<file path="src/rtl/find_max_ctrl.sv">
// Purpose: walks n consecutive memory words from start_addr and reports the largest value and its address.
// Latency: done pulses n+2 cycles after the start is accepted (1 cycle for n=0); next start n+3 cycles after.
// Backpressure: none; start is sampled only while idle and is ignored while a scan is in progress.
module find_max_ctrl #(
    parameter int ADDR_W = 8,
    parameter int DATA_W = 8,
    parameter int N_W    = 8
) (
    input  logic              clk,
    input  logic              reset,
    input  logic              start,
    input  logic [ADDR_W-1:0] start_addr,
    input  logic [N_W-1:0]    n,
    output logic              rd_en,
    output logic [ADDR_W-1:0] rd_addr,
    input  logic [DATA_W-1:0] rd_data,
    output logic              busy,
    output logic              done,
    output logic              empty,
    output logic [DATA_W-1:0] max_val,
    output logic [ADDR_W-1:0] max_addr
);

    localparam logic [ADDR_W-1:0] ADDR_ONE = 1;
    localparam logic [N_W-1:0]    N_ONE    = 1;

    typedef enum logic [1:0] {
        S_IDLE  = 2'd0,
        S_READ  = 2'd1,
        S_DRAIN = 2'd2,
        S_DONE  = 2'd3
    } state_t;

    state_t            state;
    state_t            state_nxt;
    // Reads still to issue after the one currently on the bus.
    logic [N_W-1:0]    cnt;
    logic [N_W-1:0]    cnt_nxt;
    logic [ADDR_W-1:0] rd_addr_nxt;
    logic              rd_en_nxt;
    logic              busy_nxt;
    logic              done_nxt;
    logic              accept;

    // Compare pipeline: tracks which returned word belongs to which address.
    logic              cmp_vld;
    logic [ADDR_W-1:0] cmp_addr;
    logic              cmp_first;

    // Next-state, next read address and remaining-count computation.
    always_comb begin
        state_nxt   = state;
        cnt_nxt     = cnt;
        rd_addr_nxt = '0;
        accept      = 1'b0;
        case (state)
            S_IDLE: begin
                if (start) begin
                    accept = 1'b1;
                    if (n != '0) begin
                        state_nxt   = S_READ;
                        cnt_nxt     = n - N_ONE;
                        rd_addr_nxt = start_addr;
                    end else begin
                        state_nxt = S_DONE;
                    end
                end
            end
            S_READ: begin
                if (cnt == '0) begin
                    state_nxt = S_DRAIN;
                end else begin
                    cnt_nxt     = cnt - N_ONE;
                    // Wraps naturally modulo 2^ADDR_W.
                    rd_addr_nxt = rd_addr + ADDR_ONE;
                end
            end
            S_DRAIN: state_nxt = S_DONE;
            S_DONE:  state_nxt = S_IDLE;
            default: state_nxt = S_IDLE;
        endcase
        // Outputs are decoded from the next state so they can be registered.
        rd_en_nxt = (state_nxt == S_READ);
        busy_nxt  = (state_nxt != S_IDLE);
        done_nxt  = (state_nxt == S_DONE);
    end

    // State, counter and registered handshake outputs.
    always_ff @(posedge clk or negedge reset) begin
        if (!reset) begin
            state   <= S_IDLE;
            cnt     <= '0;
            rd_en   <= 1'b0;
            rd_addr <= '0;
            busy    <= 1'b0;
            done    <= 1'b0;
        end else begin
            state   <= state_nxt;
            cnt     <= cnt_nxt;
            rd_en   <= rd_en_nxt;
            rd_addr <= rd_addr_nxt;
            busy    <= busy_nxt;
            done    <= done_nxt;
        end
    end

    // Running maximum: first word loads unconditionally, later words only if strictly larger.
    always_ff @(posedge clk or negedge reset) begin
        if (!reset) begin
            cmp_vld   <= 1'b0;
            cmp_addr  <= '0;
            cmp_first <= 1'b0;
            empty     <= 1'b0;
            max_val   <= '0;
            max_addr  <= '0;
        end else begin
            cmp_vld  <= rd_en;
            cmp_addr <= rd_addr;
            if (accept) begin
                max_val   <= '0;
                max_addr  <= start_addr;
                empty     <= (n == '0);
                cmp_first <= 1'b1;
            end else if (cmp_vld) begin
                if (cmp_first || (rd_data > max_val)) begin
                    max_val  <= rd_data;
                    max_addr <= cmp_addr;
                end
                cmp_first <= 1'b0;
            end
        end
    end

endmodule
</file>
<file path="config.mk">
export PLATFORM = sky130hd
export DESIGN_NAME = find_max_ctrl
export DESIGN_NICKNAME = d
export VERILOG_FILES = /design/src/rtl/find_max_ctrl.sv
export SDC_FILE = /design/constraint.sdc
export NUM_CORES = 1
export LEC_CHECK = 0
export CAP_MARGIN = 20
export CORE_AREA = 10 10 68 99
export DETAILED_ROUTE_END_ITERATION = 12
export DIE_AREA = 0 0 78 109
export PLACE_DENSITY = 0.78
export SETUP_SLACK_MARGIN = 0.4
export SYNTH_ARGS = -nofsm -noshare
export SYNTH_HDL_FRONTEND = slang
export SYNTH_SLANG_ARGS = --single-unit
</file>
<file path="constraint.sdc">
create_clock -name clk -period 2.5 [get_ports clk]
set_input_delay 0.375 -clock clk [delete_from_list [all_inputs] [get_ports clk]]
set_output_delay 0.375 -clock clk [all_outputs]
set_load 0.05 [all_outputs]
</file>
==> impl_metrics.json <==
{
  "outcome": "complete, no violations",
  "cts_buffers": 5,
  "ys_warn_count": 0,
  "crit_path_start_kind": "input port",
  "fmax_mhz": 459,
  "slew_headroom": 0.649,
  "dieArea_um2": 8500,
  "drive_gt1_frac": 0.169,
  "crit_fanout": 5,
  "layout_commonest_cell": "clkdlybuf4s50_1",
  "syn_inst": 242,
  "hold_buffers": 0,
  "grt_max_degree": 35,
  "insertedDiodeCount": 0,
  "rsz0062_at_grt": "yes",
  "setup-violations-final": 0,
  "grt_pass1_wl_mm": 10.1,
  "r2r-start": "max_val[1]",
  "route.vias.total": 2071,
  "core_um2": 5000,
  "die_height_um": 109,
  "grt_antenna_before_repair": 0,
  "dr.pass1.iters": 4,
  "ys_ff_latch": 48,
  "fin_nets": 350,
  "finalCritPeriodShare": 0.871,
  "regArea_um2": 1210,
  "yosysSeqAreaShare": 0.496,
  "rr_worst_depth": 10,
  "wl_per_cell_um": 16.7,
  "fillers": 399,
  "drt_iter0_markers": 125,
  "cts_max_level": 2,
  "crit_path_end": "max_addr[0]",
  "p_per_area_nw_per_um2": 1510,
  "pre_cts_ws_ps": -75.6,
  "clockBufferDepth": 2,
  "multi_input_area_um2": 1210,
  "postLayoutCellArea_um2": 3410,
  "viasPerCell": 5.42,
  "hold_viol_final": 0,
  "period_minus_slack_ps": 2180,
  "wirelength_mm": 6.38,
  "cts.sinks": 48,
  "worstPathArrival_ps": 2350,
  "grt_pass1_vias": 2095,
  "critPathMaxStageDelay_ps": 400,
  "min_path_type": "in -> async",
  "cp-end-kind": "flop",
  "cp_cell_sequence": "clkdlybuf4s50_1, inv_1, ha_2, nor2b_4, o211ai_1, a21oi_2, o41ai_4, clkbuf_16, buf_4, mux2i_1, a21oi_1",
  "gr-usage-all-layers": 0.147,
  "gp_congestion": 0.848,
  "synthDistinctLibCells": 41,
  "critPathBufInv": 4,
  "postRouteAntennaNets": 0,
  "critical_path_required_ps": 2670,
  "leakage_uw": 0.00144,
  "die_w_um": 78,
  "fin_skew_ps": 7.50,
  "layout_common_cells": "52 x clkdlybuf4s50_1, 44 x dfrtp_1, 22 x nor2_1",
  "overflow": 0,
  "slowest_stage": "clkdlybuf4s50_1",
  "cp.depth": 11,
  "maxSlewViolCount": 0,
  "cp-startpoint": "rd_data[0]",
  "fin_ws_ps": 322,
  "ff2ff_setup_slack_ps": 340,
  "pin_count": 55,
  "port_buffers": 54,
  "placementRows": 32,
  "reg2reg_to": "max_addr[0]",
  "synth.net_count": 279,
  "cts_tree": "built",
  "start_util": 0.484,
  "synth_area_per_cell_um2": 10.0,
  "ir_worst_vdd_v": 0.000921,
  "syn-cell-area_um2": 2420,
  "drt_drc_violations_left": 0,
  "cpLargestDelayFamily": "buffers and inverters",
  "cts.clk_slew.worst_paths_ps": 90,
  "synthToLayoutAreaGrowth_pct": 40.6,
  "hpwlAfterDp_mm": 4.55,
  "root_buffer": "clkbuf_8",
  "tightest_slew_ps": 524,
  "clk_latency_ps": 300,
  "dpl_cell_area_um2": 3090,
  "drv_cap": 0,
  "criticalPathCategory": "in -> reg"
}
[through the flow]
stage	hold WS, ps	TNS (ps)	std cells	total power, uW	util
detailed placement	335	-519	367	4120	0.618
global placement	334	0	367	4030	0.618
CTS	5.45	0	380	5010	0.663
floorplan	79.4	0	242	3290	-
global route	11.7	0	382	5460	0.681
finish	4.19	0	382	5150	0.681
[cell usage after synthesis]
cell type,instances,share of area
a211oi_1,2,0.0062
a22oi_1,1,0.0031
ha_1,10,0.052
o21ai_0,23,0.047
a31oi_4,2,0.018
o211ai_1,3,0.0093
or3_1,1,0.0026
dfrtp_1,48,0.50
nor3_1,5,0.010
a21boi_0,1,0.0031
a32o_1,1,0.0041
nand2b_1,1,0.0026
o32ai_1,2,0.0072
a31oi_1,2,0.0052
o31ai_1,1,0.0031
and3_1,2,0.0052
nand4_1,2,0.0052
clkbuf_1,4,0.0062
o41ai_4,1,0.011
or3b_1,1,0.0036
a32oi_1,1,0.0036
nand2_1,21,0.033
inv_1,11,0.017
buf_4,1,0.0031
a21oi_1,20,0.041
xnor2_1,5,0.018
nor3_2,1,0.0041
nor2b_1,3,0.0077
and2_1,1,0.0026
nand3_1,15,0.031
o22ai_1,2,0.0052
o31a_1,1,0.0036
mux2i_1,12,0.050
a21oi_2,1,0.0036
a41oi_1,1,0.0036
buf_2,3,0.0062
nor2_1,22,0.034
nor3b_1,1,0.0031
buf_6,3,0.014
xor2_1,3,0.011
mux2_2,1,0.0046
[registers in the layout, indices dropped and copies added, names as in the netlist]
name and flops:
busy 1, cmp_addr 8, cmp_first 1, cmp_vld 1, cnt 8, done 1
empty 1, max_addr 8, max_val 8, rd_addr 8, rd_en 1, state 2
[layout make-up]
cell class | instances | share of cell area
Sequential cell | 48 | 0.354
Timing Repair Buffer | 75 | 0.218
Clock buffer | 7 | 0.0283
Tap cell | 68 | 0.0250
Clock inverter | 1 | 0.00881
Inverter | 11 | 0.0121
Multi-Input combinational cell | 172 | 0.354
[timing repair]
action | in CTS | in global routing
pin swaps | 8 | 12
setup buffers | 4 | 2
gates resized for setup | 14 | 17
gates cloned | 1 | 0
endpoints found under the setup margin | 11 | 18
[worst min-delay path by stage]
| stage | depth (start not counted) | end | from |
|---|---|---|---|
| after floorplan | 0 | busy | reset |
| after global placement | 1 | cnt[0] | reset |
| after detailed placement | 1 | cnt[0] | reset |
| after CTS | 1 | busy | reset |
| after global routing | 1 | busy | reset |
| final | 1 | empty | reset |
[cells by family after synthesis]
group	count (synthesis)	synth area share
flip-flops	48	0.496
adder cells (fa/ha/maj)	10	0.0516
buffers and inverters	22	0.0465
multiplexers	13	0.0542
XOR/XNOR	8	0.0289
AO/OA/AOI/OAI	65	0.179
AND/OR/NAND/NOR	76	0.145
[worst reg2reg max path, cell delays in order, from the launching register on]
cell	delay, ps
dfrtp_2	420
inv_2	70
ha_4	190
nor2b_4	120
o211ai_1	180
a21oi_2	100
o41ai_4	380
clkbuf_16	210
buf_4	130
mux2i_1	180
a21oi_1	80
[layer usage]
| metal | track usage | vias up | share of wire |
|---|---|---|---|
| met1 | 0.152 | 990 | 0.38 |
| met3 | 0.0420 | 14 | 0.062 |
| li1 | - | 1002 | - |
| met5 | 0 | - | 0 |
| met4 | 0.0540 | 0 | 0.024 |
| met2 | 0.276 | 65 | 0.53 |
[power breakdown]
part | internal [uW] | leakage, uW | total, uW | switching [uW]
sequential | 1140 | 0.000578 | 1430 | 287
combinational | 1360 | 0.000798 | 3120 | 1750
clock | 353 | 0.0000645 | 608 | 255
total | 2860 | 0.00144 | 5150 | 2300
No activity file was read; power rests on OpenSTA's default activity.
